===== src/rtl/aes_round_ctrl.sv =====
// AES-128 round sequencer: steps the datapath through LOAD, AddRoundKey, SubBytes, ShiftRows and
// MixColumns strobes, with a key-schedule handshake. Define AES_ROUND_CTRL_DECRYPT_EN for inverse cipher.
module aes_round_ctrl (
   input  logic       clk,
   input  logic       rst,
   input  logic       start,
`ifdef AES_ROUND_CTRL_DECRYPT_EN
   input  logic       dec_mode,
`endif
   input  logic       key_ready,
   output logic       key_req,
   output logic [3:0] round_idx,
   output logic [3:0] key_idx,
   output logic       load_state,
   output logic       sub_en,
   output logic       shift_en,
   output logic       mix_en,
   output logic       ark_en,
   output logic       inv,
   output logic       busy,
   output logic       done
);

   typedef enum logic [2:0] {
      StIdle,
      StLoad,
      StKeyWait,
      StSub,
      StShift,
      StMix,
      StArk,
      StDone
   } state_e;

   state_e     state_q, state_d;
   logic [3:0] round_q, round_d;
   logic       inv_q;
   logic       last_round;

   assign last_round = (round_q == 4'd10);

   always_ff @(posedge clk) begin
      if (rst) begin
         state_q <= StIdle;
         round_q <= 4'd0;
      end else begin
         state_q <= state_d;
         round_q <= round_d;
      end
   end

`ifdef AES_ROUND_CTRL_DECRYPT_EN
   always_ff @(posedge clk) begin
      if (rst) begin
         inv_q <= 1'b0;
      end else if (state_q == StIdle && start) begin
         inv_q <= dec_mode;
      end
   end
`else
   assign inv_q = 1'b0;
`endif

   always_comb begin
      state_d = state_q;
      round_d = round_q;
      unique case (state_q)
         StIdle: begin
            if (start) begin
               state_d = StLoad;
               round_d = 4'd0;
            end
         end
         StLoad:    state_d = StKeyWait;
         StKeyWait: if (key_ready) state_d = StArk;
         StArk: begin
            if (last_round) begin
               state_d = StDone;
            end else if (!inv_q) begin
               round_d = round_q + 4'd1;
               state_d = StSub;
            end else if (round_q == 4'd0) begin
               round_d = 4'd1;
               state_d = StShift;
            end else begin
               // Inverse middle rounds: InvMixColumns follows AddRoundKey, round advances after it
               state_d = StMix;
            end
         end
         StSub:   state_d = inv_q ? StKeyWait : StShift;
         StShift: begin
            if (inv_q)           state_d = StSub;
            else if (last_round) state_d = StKeyWait;
            else                 state_d = StMix;
         end
         StMix: begin
            if (inv_q) begin
               round_d = round_q + 4'd1;
               state_d = StShift;
            end else begin
               state_d = StKeyWait;
            end
         end
         StDone:  state_d = StIdle;
         default: state_d = StIdle;
      endcase
   end

   assign round_idx  = round_q;
   assign key_idx    = inv_q ? (4'd10 - round_q) : round_q;
   assign inv        = inv_q;
   assign key_req    = (state_q == StKeyWait);
   assign load_state = (state_q == StLoad);
   assign sub_en     = (state_q == StSub);
   assign shift_en   = (state_q == StShift);
   assign mix_en     = (state_q == StMix);
   assign ark_en     = (state_q == StArk);
   assign busy       = (state_q != StIdle);
   assign done       = (state_q == StDone);

endmodule


===== config.mk =====
export PLATFORM = sky130hd
export DESIGN_NAME = aes_round_ctrl
export DESIGN_NICKNAME = d
export VERILOG_FILES = /design/src/rtl/aes_round_ctrl.sv
export SDC_FILE = /design/constraint.sdc
export NUM_CORES = 1
export LEC_CHECK = 0
export CAP_MARGIN = 25
export CORE_AREA = 2 2 39 41
export CTS_CLUSTER_DIAMETER = 80
export DETAILED_ROUTE_END_ITERATION = 8
export DIE_AREA = 0 0 41 43
export GPL_ROUTABILITY_DRIVEN = 1
export GPL_TIMING_DRIVEN = 0
export PLACE_DENSITY = 0.69
export SETUP_SLACK_MARGIN = 0.3
export SYNTH_ARGS = -nofsm -noshare
export SYNTH_HDL_FRONTEND = slang
export SYNTH_SLANG_ARGS = --single-unit

===== constraint.sdc =====
create_clock -name clk -period 2.16 [get_ports clk]
set_input_delay 0.432 -clock clk [delete_from_list [all_inputs] [get_ports clk]]
set_output_delay 0.432 -clock clk [all_outputs]
set_load 0.03 [all_outputs]

==> results of run 1 <==
==> cell type report <==
| cell class | instances | area, um^2 | share of cell area, % |
|---|---|---|---|
| buffer | 9 | 67.6 | 9.36 |
| multi-input combinational | 38 | 277 | 38.3 |
| timing repair buffer | 20 | 169 | 23.4 |
| tap | 16 | 20.0 | 2.77 |
| inverter | 6 | 22.5 | 3.12 |
| clock buffer | 4 | 26.3 | 3.64 |
| sequential | 7 | 140 | 19.4 |
==> synth_stat cells, drive strengths merged <==
library cell	n	area (um^2)
a2111oi	1	27.5
a211o	1	8.76
a211oi	1	7.51
a21o	1	7.51
a21oi	3	15.0
and3	3	18.8
and3b	1	8.76
buf	7	53.8
clkbuf	2	7.51
conb	1	3.75
dfxtp	7	140
ha	2	25.0
inv	6	22.5
mux2i	1	10.0
nand2	4	15.0
nand3	1	5.00
nand3b	2	15.0
nor2	2	7.51
nor3	2	10.0
o2111ai	1	8.76
o211ai	1	7.51
o21ai	2	10.0
o41ai	1	8.76
or3	3	18.8
or3b	1	11.3
or4	1	7.51
or4b	1	10.0
xnor2	1	8.76
==> power groups by stage <==
| stage | registers, mW | clock network, mW | logic, mW |
|---|---|---|---|
| 6_report | 0.139 | 0.127 | 0.106 |
| 5_1_grt | 0.139 | 0.136 | 0.115 |
| 4_1_cts | 0.139 | 0.128 | 0.106 |
| 2_1_floorplan | 0.141 | 0 | 0.0758 |
| 3_5_place_dp | 0.142 | 0 | 0.112 |
| 3_3_place_gp | 0.141 | 0 | 0.111 |
==> per-layer routing <==
layer  track usage [%]  wire length, um
met1              21.1              542
met2              17.8              509
met3              3.14               38
met4              14.0               39
met5                 0                0
==> worst max-delay path, cell delays in order, from the launching register on <==
cell and delay (ns):
dfxtp_1 0.30, clkbuf_4 0.17, inv_1 0.16, and3_1 0.18, clkdlybuf4s15_2 0.30
==> sequential cells by signal (all words and copies together) (netlist names) <==
name	count
key_idx	4
state_q	3
==> per-stage QoR <==
| stage | std cells | instance area, um^2 | hold WS (ns) | power, mW | util [%] |
|---|---|---|---|---|---|
| floorplan | 60 | 500 | 0.501 | 0.217 | - |
| global placement | 95 | 711 | 0.492 | 0.252 | 51.4 |
| detailed placement | 95 | 711 | 0.512 | 0.254 | 51.4 |
| CTS | 99 | 731 | 0.519 | 0.372 | 52.8 |
| global route | 100 | 722 | 0.551 | 0.390 | 52.2 |
| finish | 100 | 722 | 0.506 | 0.372 | 52.2 |
==> final timing paths <==
path / startpoint / to / cells past startpoint
setup / recovery: state_q[2] / load_state / 4
hold / removal: key_idx[3] / key_idx[3] / 2
setup reg to reg: key_idx[0] / key_idx[2] / 6
hold reg to reg: key_idx[3] / key_idx[3] / 2
==> kinds of logic after synthesis <==
logic type,Yosys count
and+or+nand+nor,21
buffers and inverters,15
AOI/OAI and AO/OA,12
DFF,7
adders and majority gates,2
other,1
xor gates and xnor gates,1
muxes,1
==> repair_timing <==
item / 4_1_cts / 5_1_grt
resized for setup: 24 / 14
setup buffers: 0 / 1
endpoints found under the setup margin: 11 / 8
pin swaps: 0 / 1
==> results.tsv, run 1 <==
metric	value	unit
worst setup margin	0.344	ns
Combinational Power Share	28.6	%
Net Switching	0.124	mW
CP arrival	1.38	ns
Overflow after GRT	0	
# DRC	0	
Slew Limit Fails	0	
Root Buffer	clkbuf_4	
status	completed	
Synth Area in Compound Gates	20.2	%
H-tree depth	1	
cell row count	14	
first-pass GRT wire length	1720	um
Die H	43	um
crit path max fanout	10	
fillers	133	
CP Capture Type	primary output	
largest family of logic cells by synthesized area	simple AND/OR/NAND/NOR gates	
leakage power	0.346	nW
clk sinks	7	
die area	1760	um^2
largest net degree at the start of global routing	11	
clock share of power	34.2	%
drt first-iter violations	12	
drt wl/cell	11.3	um
Critical Path Source Type	flip-flop	
Skew-Pair Late Insertion Delay	0.26	ns
Starting Density	36.2	%
mux contribution to synthesized area	2.00	%
routability cong.	0.736	
initial antenna violation count	0	
Tcrit/Tclk final	84.1	%
fin crit period	1.82	ns
I/O pin cnt	21	
post-synthesis simple-gate area fraction	25.5	%
max frequency	0.551	GHz
Post-Synthesis Cells	60	
register bit total from synthesis	7	
Sw Share	33.3	%
P per Cell Area	516	nW/um^2
total global-route track usage	15.0	%
worst endpoint required time	1.73	ns
Final Hold Fails	0	
RSZ-0062 raised after global routing	false	
number of synthesis warnings	0	
sequential power share	37.3	%
final wirelength	1130	um
clock slew at reported path FFs	0.06	ns
Post-Place Setup Slack	0.114	ns
hold_buf cts	0	
first drt pass iteration count	4	
Peak VDD IR	0.000351	V
PortBufs	19	
post-synthesis cell area	500	um^2
Max Clock Skew	0.00605	ns
P&R area growth vs syn	44.2	%
XOR/XNOR Fraction of Synth Area	1.75	%
CTS tree	done	
final net count	91	
drt via density	5.04	
antenna diode count	0	
Mean Syn Cell Area	8.34	um^2
via count	504	
hold crit path type	flip-flop to flip-flop	
clock buffer depth	2	
TritonCTS buffer count	3	
share of layout cells above drive strength 1	26.2	%
r2r setup slk	0.47	ns
register area share after synthesis	28.0	%
DP HPWL	799	um
Die X	41	um
vias in the first global route	384	
MaxCap Viol Count	0	
Syn Nets	66	
setup TNS	0	ns
worst setup path class	flip-flop to primary output	
Synth Area in Adders	5.00	%
most frequent cells in the layout	clkdlybuf4s50_1, dfxtp_1, inv_1, buf_4, clkbuf_4	
internal power	0.248	mW
total core area	1380	um^2
post-route ant nets	0	
Setup violations, final	0	
Cell variety after synth	30	
(Power assumes the default switching activity.)
==> run 2, diff against run 1 <==
CORE_AREA = default   (was 2 2 39 41)
CORE_UTILIZATION = 36   (was default)
DIE_AREA = default   (was 0 0 41 43)
clock period = 1.6 ns   (was 2.16 ns; I/O delays follow)
==> results.tsv, run 2 (synthesis results as in run 1) <==
metric	value	unit	change
Root Buffer	clkbuf_4		
fin crit period	1.57	ns	
sequential power share	29.8	%	-7.5 points
Die X	39.3	um	-4.2%
Slew Limit Fails	0		unchanged
Starting Density	38.5	%	+2.3 points
initial antenna violation count	0		unchanged
WHS Path Cells	2		unchanged
PortBufs	19		unchanged
drt wl/cell	16.2	um	+44%
RSZ-0062 raised after global routing	true		
final net count	106		+16%
# DRC	0		unchanged
H-tree depth	1		unchanged
Overflow after GRT	0		unchanged
I/O pin cnt	21		unchanged
Die H	39.3	um	-8.6%
total global-route track usage	23.6	%	+8.6 points
hold crit path type	flip-flop to flip-flop		
P per Cell Area	621	nW/um^2	+20%
slowest cell on the critical path	or3_4		
Setup violations, final	0		unchanged
Sw Share	33.6	%	+0.26 points
Combinational Power Share	43.2	%	+15 points
vias in the first global route	479		+25%
drt first-iter violations	20		+8
Most Frequent Cell on Critical Path	buf_6		
Critical Path Source Type	flip-flop		
Net Switching	0.211	mW	+69%
worst setup path class	flip-flop to primary output		
Post-Place Setup Slack	-0.358	ns	-0.471 ns
total core area	1300	um^2	-6.0%
WP buf/inv	2		-1
clock slew at reported path FFs	0.06	ns	about the same
internal power	0.416	mW	+68%
Peak VDD IR	0.000501	V	+43%
TritonCTS buffer count	3		unchanged
antenna diode count	0		unchanged
status	completed		
clock buffer depth	2		unchanged
largest net degree at the start of global routing	9		-2
MaxCap Viol Count	0		unchanged
Max Clock Skew	0.0138	ns	+0.00771 ns
cell row count	13		-1
first drt pass iteration count	4		unchanged
P&R area growth vs syn	102	%	
post-route ant nets	0		unchanged
Final Hold Fails	0		unchanged
crit path max fanout	4		-6
Design Power	0.627	mW	+68%
cells along the critical path	buf_6 -> or3_4 -> buf_6		
routability cong.	0.701		-4.9%
clk sinks	7		unchanged
most frequent cells in the layout	buf_6, buf_4, buf_2		
R2R depth	6		unchanged
CP max stage delay	0.38	ns	+0.08 ns
CTS tree	done		
worst setup margin	0.0323	ns	-0.312 ns
Tcrit/Tclk final	98.0	%	
worst endpoint required time	1.28	ns	-0.45 ns
max frequency	0.638	GHz	
Levels on crit path	3		-1
first-pass GRT wire length	2290	um	+33%
CP Capture Type	primary output		
share of layout cells above drive strength 1	69.7	%	+44 points
DP HPWL	895	um	+12%
drt via density	5.10		+1.1%
final wirelength	1850	um	+64%
via count	581		+15%
Crit path max-delay family	simple AND/OR/NAND/NOR gates		
CP arrival	1.25	ns	-0.13 ns
clock share of power	27.0	%	-7.2 points
die area	1540	um^2	-12%
leakage power	0.450	nW	+30%
Skew-Pair Late Insertion Delay	0.27	ns	about the same
max reg flops	4		unchanged
==> run 2: changes by cell type in the layout (fill, tap and decap cells not counted), moves of 3 or more <==
cell	delta
clkdlybuf4s50_1	-5
buf_4	+9
inv_1	-3
dfxtp_2	+3
buf_6	+14
buf_2	+3
dfxtp_4	+3
clkbuf_2	-4
dfxtp_1	-6
==> run 2: final cells by class <==
cell class / count / area, um^2
repair buffers: 35 / 320
plain buffers: 9 / 93.8
flip-flops and latches: 7 / 155
clock buffers: 4 / 26.3
multi-input cells: 38 / 362
inverters: 6 / 32.5
well taps: 15 / 18.8
fillers: 86 / 293
==> run 2: path summary, 6_finish.rpt <==
path	end	slack, ns	from
setup / recovery	busy	0.03	state_q[1]
hold reg to reg	key_idx[3]	0.53	key_idx[3]
hold / removal	key_idx[3]	0.53	key_idx[3]
setup reg to reg	key_idx[2]	0.05	state_q[1]
==> run 2: worst reg2reg max path: cells and delay by family, from the launching register on <==
family / cells / cell delay, ns
flip-flops: 1 / 0.35
AO/OA/AOI/OAI: 1 / 0.14
AND/OR/NAND/NOR: 2 / 0.61
buffers and inverters: 3 / 0.39
==> run 2: repair_timing <==
item	in CTS	in global routing
setup buffers	13	2
gates cloned	1	0
hold buffers	0	0
pin swaps	11	7
resized for setup	99	23
setup endpoints to repair	23	20
==> run 2: power groups by stage <==
stage	clock network, mW	logic, mW	registers (mW)
floorplan	0	0.120	0.190
global placement	0	0.168	0.190
detailed placement	0	0.171	0.190
CTS	0.167	0.248	0.187
global route	0.175	0.283	0.187
finish	0.169	0.271	0.187
==> run 2: routing by layer <==
layer	global-route usage (%)	routed length, um	vias to the layer above
met5	0	0	-
met4	2.59	33	0
met3	10.2	86	4
met2	39.2	968	16
met1	29.0	764	279
li1	-	-	282
==> run 2: stage by stage <==
step / hold WS, ns / utilization, % / area (um^2) / std cells / setup TNS, ns
final: 0.527 / 77.5 / 1010 / 114 / 0
after global placement: 0.511 / 59.9 / 779 / 94 / -1.99
after global routing: 0.538 / 77.5 / 1010 / 114 / 0
after floorplan: 0.382 / - / 571 / 60 / 0
after CTS: 0.511 / 72.9 / 948 / 112 / 0
after detailed placement: 0.513 / 59.9 / 779 / 94 / -2.15
